$ cat config.mk
export PLATFORM = sky130hd
export DESIGN_NAME = mem_stage
export DESIGN_NICKNAME = d
export VERILOG_FILES = /design/src/rtl/mem_stage.sv
export SDC_FILE = /design/constraint.sdc
export NUM_CORES = 1
export LEC_CHECK = 0
export ABC_AREA = 1
export BUFFER_PORTS_ARGS = -buffer_cell sky130_fd_sc_hd__buf_4
export CORE_MARGIN = 4
export CORE_UTILIZATION = 49
export DETAILED_ROUTE_END_ITERATION = 6
export HOLD_SLACK_MARGIN = 0.08
export PLACE_DENSITY = 0.81
export SLEW_MARGIN = 10
export SYNTH_ARGS = -nofsm -noshare
export SYNTH_HDL_FRONTEND = slang
export SYNTH_SLANG_ARGS = --single-unit
$ cat constraint.sdc
create_clock -name clk -period 1.83 [get_ports clk]
set_input_delay 0.366 -clock clk [delete_from_list [all_inputs] [get_ports clk]]
set_output_delay 0.366 -clock clk [all_outputs]
set_load 0.01 [all_outputs]
$ cat src/rtl/mem_stage.sv
// Memory-access stage after the ALU. It does load/store over req/ack with byte-lane steering, load extension and an optional alignment check (MEM_STAGE_ALIGN_CHECK_EN).
// Latency: NONE, overflow and misaligned ops retire 1 cycle after accept. Memory ops retire 1 cycle after the cycle in which dmem_ack is sampled.
// Backpressure: ex_ready is low for the whole time a memory transaction is outstanding (REQ state).
module mem_stage (
    input  logic        clk,
    input  logic        rst,
    input  logic        ex_valid,
    output logic        ex_ready,
    input  logic [31:0] ex_alu_out,
    input  logic        ex_overflow,
    input  logic [3:0]  ex_mem_op,
    input  logic [31:0] ex_store_data,
    input  logic [4:0]  ex_rd,
    input  logic        ex_reg_write,
    output logic        dmem_req,
    output logic        dmem_we,
    output logic [31:0] dmem_addr,
    output logic [3:0]  dmem_be,
    output logic [31:0] dmem_wdata,
    input  logic        dmem_ack,
    input  logic [31:0] dmem_rdata,
    output logic        wb_valid,
    output logic [31:0] wb_data,
    output logic [4:0]  wb_rd,
    output logic        wb_reg_write,
    output logic [1:0]  wb_exc,
    output logic [31:0] wb_badaddr
);

    localparam logic [0:0] IDLE = 1'b0;
    localparam logic [0:0] REQ  = 1'b1;

    localparam logic [3:0] OP_LB  = 4'd1;
    localparam logic [3:0] OP_LBU = 4'd2;
    localparam logic [3:0] OP_LH  = 4'd3;
    localparam logic [3:0] OP_LHU = 4'd4;
    localparam logic [3:0] OP_LW  = 4'd5;
    localparam logic [3:0] OP_SB  = 4'd6;
    localparam logic [3:0] OP_SH  = 4'd7;
    localparam logic [3:0] OP_SW  = 4'd8;

    localparam logic [1:0] EXC_NONE = 2'd0;
    localparam logic [1:0] EXC_OVF  = 2'd1;
    localparam logic [1:0] EXC_ADEL = 2'd2;
    localparam logic [1:0] EXC_ADES = 2'd3;

    logic [0:0]  state;
    logic [3:0]  req_op;
    logic [1:0]  req_lane;
    logic [4:0]  req_rd;
    logic        req_reg_write;

    logic        is_load;
    logic        is_store;
    logic        misalign;
    logic [31:0] badaddr_next;
    logic [3:0]  be_next;
    logic [31:0] wdata_next;
    logic [7:0]  ld_byte;
    logic [15:0] ld_half;
    logic [31:0] ld_value;

    // Only IDLE can accept; REQ stalls execute until the ack arrives.
    assign ex_ready = (state == IDLE);

    // Decode the incoming op: class, alignment fault, lane enables and replicated store data.
    always_comb begin
        is_load      = (ex_mem_op >= OP_LB) && (ex_mem_op <= OP_LW);
        is_store     = (ex_mem_op >= OP_SB) && (ex_mem_op <= OP_SW);
        misalign     = 1'b0;
        badaddr_next = '0;
`ifdef MEM_STAGE_ALIGN_CHECK_EN
        if ((ex_mem_op == OP_LH) || (ex_mem_op == OP_LHU) || (ex_mem_op == OP_SH))
            misalign = ex_alu_out[0];
        else if ((ex_mem_op == OP_LW) || (ex_mem_op == OP_SW))
            misalign = |ex_alu_out[1:0];
        badaddr_next = ex_alu_out;
`endif
        be_next    = 4'b1111;
        wdata_next = ex_store_data;
        case (ex_mem_op)
            OP_SB: begin
                be_next    = 4'b0001 << ex_alu_out[1:0];
                wdata_next = {4{ex_store_data[7:0]}};
            end
            OP_SH: begin
                be_next    = ex_alu_out[1] ? 4'b1100 : 4'b0011;
                wdata_next = {2{ex_store_data[15:0]}};
            end
            default: ;
        endcase
    end

    // Pick the addressed lane of the returned word and sign/zero-extend it for the latched load type.
    always_comb begin
        case (req_lane)
            2'd0:    ld_byte = dmem_rdata[7:0];
            2'd1:    ld_byte = dmem_rdata[15:8];
            2'd2:    ld_byte = dmem_rdata[23:16];
            default: ld_byte = dmem_rdata[31:24];
        endcase
        ld_half = req_lane[1] ? dmem_rdata[31:16] : dmem_rdata[15:0];
        case (req_op)
            OP_LB:   ld_value = {{24{ld_byte[7]}}, ld_byte};
            OP_LBU:  ld_value = {24'd0, ld_byte};
            OP_LH:   ld_value = {{16{ld_half[15]}}, ld_half};
            OP_LHU:  ld_value = {16'd0, ld_half};
            default: ld_value = dmem_rdata;
        endcase
    end

    // State machine plus every registered output. wb_* only change on the cycle they pulse valid.
    always_ff @(posedge clk) begin
        if (rst) begin
            state         <= IDLE;
            req_op        <= '0;
            req_lane      <= '0;
            req_rd        <= '0;
            req_reg_write <= 1'b0;
            dmem_req      <= 1'b0;
            dmem_we       <= 1'b0;
            dmem_addr     <= '0;
            dmem_be       <= '0;
            dmem_wdata    <= '0;
            wb_valid      <= 1'b0;
            wb_data       <= '0;
            wb_rd         <= '0;
            wb_reg_write  <= 1'b0;
            wb_exc        <= EXC_NONE;
            wb_badaddr    <= '0;
        end else begin
            wb_valid <= 1'b0;
            case (state)
                IDLE: begin
                    if (ex_valid) begin
                        if (ex_overflow || !(is_load || is_store)) begin
                            // Overflow outranks any memory op: no request, retire right away.
                            wb_valid     <= 1'b1;
                            wb_data      <= ex_alu_out;
                            wb_rd        <= ex_rd;
                            wb_reg_write <= ex_reg_write & ~ex_overflow;
                            wb_exc       <= ex_overflow ? EXC_OVF : EXC_NONE;
                            wb_badaddr   <= '0;
                        end else if (misalign) begin
                            wb_valid     <= 1'b1;
                            wb_data      <= '0;
                            wb_rd        <= ex_rd;
                            wb_reg_write <= 1'b0;
                            wb_exc       <= is_store ? EXC_ADES : EXC_ADEL;
                            wb_badaddr   <= badaddr_next;
                        end else begin
                            state         <= REQ;
                            dmem_req      <= 1'b1;
                            dmem_we       <= is_store;
                            dmem_addr     <= {ex_alu_out[31:2], 2'b00};
                            dmem_be       <= be_next;
                            dmem_wdata    <= wdata_next;
                            req_op        <= ex_mem_op;
                            req_lane      <= ex_alu_out[1:0];
                            req_rd        <= ex_rd;
                            req_reg_write <= ex_reg_write;
                        end
                    end
                end
                REQ: begin
                    // Request fields stay frozen until the ack is seen.
                    if (dmem_ack) begin
                        state        <= IDLE;
                        dmem_req     <= 1'b0;
                        wb_valid     <= 1'b1;
                        wb_data      <= dmem_we ? 32'd0 : ld_value;
                        wb_rd        <= req_rd;
                        wb_reg_write <= ~dmem_we & req_reg_write;
                        wb_exc       <= EXC_NONE;
                        wb_badaddr   <= '0;
                    end
                end
                default: state <= IDLE;
            endcase
        end
    end

endmodule

==> run_results.csv <==
group,metric,value,unit
sta,setup_viol,0,
critical_path,r2r-end,"wb_data[16]$_SDFFE_PP0P_",
cells_and_area,areaGrowthSynthToFinish,36.00,%
sta,fin_ws,0.1238,ns
run_status,status,"complete, no violations",
cts,cts_root_buf,"clkbuf_16",
critical_path,crit_chain,"buf_12, nor2_4, nand2_1, nand2_1, nand3b_2, buf_12, a21oi_1, nor2_1, nor2_1",
sta,hold-worst-slack,0.2222,ns
floorplan,rows,41,
critical_path,critPathKind,"reg -> reg",
synthesis,seq_area_frac_synth,37.86,%
synthesis,synth.cell_area,0.006399,mm2
cts,max-clock-path-buffers,2,
min_path,holdCritPathClass,"in -> reg",
sta,fin_crit,1.706,ns
critical_path,rrSetupSlack,0.12,ns
synthesis,post-synth-top-count-cell,"nand2_1",
floorplan,die_area,0.01495,mm2
critical_path,critical_path.max_stage_delay,0.40,ns
grt,grt_max_degree,73,
sta,fin_skew,0.007505,ns
sta,rsz0062_at_grt,"false",
sta,timing.setup.tns,0,ns
critical_path,reg2regPathDepth,9,
cts,clk_pin_slew_worst_paths,0.06,ns
grt,grt_pass1_wl,31370,um
floorplan,io_pins,255,
grt,grt_usage,26.49,%
floorplan,chipHeight,122.3,um
critical_path,cp-startpoint,"req_lane[1]$_SDFFE_PP0P_",
floorplan,start_util,50.30,%
power_and_ir_drop,ir_worst_vdd,0.0007696,V
floorplan,die_w,122.3,um
placed_design,dp_cells,1337,
detailed_routing,wl_per_cell,15.11,um
synthesis,synthCells,989,
critical_path,cp.arrival,2.06,ns
critical_path,crit_path_start_kind,"register",
detailed_routing,drc,0,
critical_path,crit_buf_inv,2,
placed_design,placed_area,0.008051,mm2
sta,timing.fmax,0.5861,GHz
placed_design,pre_cts_ws,0.1180,ns
cts,cts_setup_buffers,0,
placed_design,dp_hpwl,15170,um
placed_design,io_buffer_count,219,
synthesis,yosysTopAreaCell,"dfxtp_1",
cts,cts.hold.buffers_added,0,
cells_and_area,diodes,0,
cts,numClockSinks,121,
power_and_ir_drop,p_leak,4.194,nW
cts,insertion_delay,0.41,ns
synthesis,syn_area_per_cell,6.470,um2
synthesis,synthDistinctLibCells,23,
sta,tightestPinTransition,0.7720,ns
cells_and_area,drive_gt1_share,23.89,%
detailed_routing,drtPass1Iterations,5,
sta,finalCritPeriodShare,93.23,%
critical_path,path_depth,9,
critical_path,cp-end-kind,"register",
placed_design,place_congestion,0.9304,
synthesis,synthTopCellsByArea,"dfxtp_1, nand2_1, a21oi_1",
cts,ctsResizeCount,0,
synthesis,synthTopCellsByCount,"nand2_1, a21oi_1, dfxtp_1",
grt,grt_pass1_vias,6293,
cells_and_area,final_util,68.40,%
synthesis,ys_seq_elements,121,
critical_path,required,2.18,ns
power_and_ir_drop,power_density,905.1,mW/mm2
sta,max_slew_margin,48.53,%
cts,cts_buffers,17,
cts,htreeDepth,4,
detailed_routing,drtIter0Drc,574,
critical_path,path_delay_family,"simple AND/OR/NAND/NOR gates",
cells_and_area,n_fill_cell,1132,
grt,grt_antenna_before_repair,0,
cells_and_area,final_cells,1369,
synthesis,yosys_warnings,0,
sta,hold_viol,0,
synthesis,synth_edf_count,0,
sta,slew_violations,0,
grt,grt_remaining_overflow,0,
critical_path,critPathMaxFanout,29,
power_and_ir_drop,power,7.876,mW
synthesis,synth_top_area_share,37.86,%
detailed_routing,routed_wl,20680,um
cells_and_area,final_cell_area,0.008702,mm2
critical_path,cp-endpoint,"wb_data[16]$_SDFFE_PP0P_",
synthesis,synthFlopType,"dfxtp_1",
cells_and_area,fin_nets,1295,
critical_path,crit_slowest_cell,"dfxtp_1",
flow_run,max_cap_violations,0,
detailed_routing,ant_nets,0,
detailed_routing,via_count,7053,
floorplan,core_area,0.01272,mm2
critical_path,r2r-start,"req_lane[1]$_SDFFE_PP0P_",
detailed_routing,vias_per_cell,5.152,
cts,cts_tree,"done",
synthesis,synthArstFlopShare,0,%
==> metal layers <==
metal	GRT usage [%]	wire [um]	vias up	share of wire (%)
li1	-	-	3506	-
met1	31.79	7672	3159	37
met2	46.41	10420	357	50
met3	7.327	2220	31	11
met4	7.488	368	0	1.8
met5	0	0	-	0
==> worst reg2reg max path: stages, from the launching register on <==
cell and delay, ns:
dfxtp_1 0.40, buf_12 0.21, nor2_4 0.20, nand2_1 0.08, nand2_1 0.11, nand3b_2 0.10
buf_12 0.17, a21oi_1 0.24, nor2_1 0.06, nor2_1 0.08
==> flip-flops by register name, indices dropped and copies added (netlist names) <==
register,flops
req_reg_write,1
wb_valid,1
req_rd,5
dmem_addr,30
wb_data,32
dmem_req,1
wb_reg_write,1
wb_rd,5
dmem_we,1
dmem_be,4
wb_exc,1
dmem_wdata,32
req_lane,2
state,1
req_op,4
==> how the worst min path moves through the flow <==
stage | from | end | slack, ns | cells past startpoint
after floorplan | req_rd[0]$_SDFFE_PP0P_ | req_rd[0]$_SDFFE_PP0P_ | 0.42 | 2
after global placement | req_rd[2]$_SDFFE_PP0P_ | req_rd[2]$_SDFFE_PP0P_ | 0.43 | 2
after detailed placement | req_rd[1]$_SDFFE_PP0P_ | req_rd[1]$_SDFFE_PP0P_ | 0.44 | 2
after CTS | ex_alu_out[7] | dmem_addr[7]$_SDFFE_PP0P_ | 0.21 | 3
after global routing | ex_reg_write | req_reg_write$_SDFFE_PP0P_ | 0.22 | 3
final | ex_alu_out[7] | dmem_addr[7]$_SDFFE_PP0P_ | 0.22 | 3
==> layout make-up <==
cell class / instances / area [um2] / area share (%)
clock buffer: 19 / 452.9 / 5.205
clock inverter: 13 / 193.9 / 2.229
inverter: 60 / 225.2 / 2.588
multi-input combinational: 743 / 3292 / 37.83
sequential: 121 / 2422 / 27.84
tap: 172 / 215.2 / 2.473
timing repair buffer: 241 / 1901 / 21.84
==> power breakdown <==
group / total, mW / switching, mW / internal, mW
logic: 1.37 / 0.771 / 0.600
clock network: 3.62 / 1.26 / 2.36
registers: 2.89 / 0.0941 / 2.79
==> cell usage in the layout (no fill, tap or decap), types with 4 or more instances in the layout <==
cell and n:
o211ai_1 7, conb_1 35, buf_4 233, o21ai_0 86
inv_1 54, buf_12 7, a21boi_0 13, a21oi_1 124
inv_2 6, dfxtp_1 121, clkinvlp_4 4, nand2_1 347
nand3_1 39, clkinv_4 4, clkbuf_16 17, bufinv_16 4
nand3b_1 17, nor2_1 65
==> logic make-up after synthesis <==
kind of cell | Yosys count | synth area share, %
compound gates | 233 | 19.08
buf+inv | 159 | 12.81
flops | 121 | 37.86
other cells | 1 | 0.05861
simple gates | 475 | 30.19
Power figures use the tool's default switching activity.
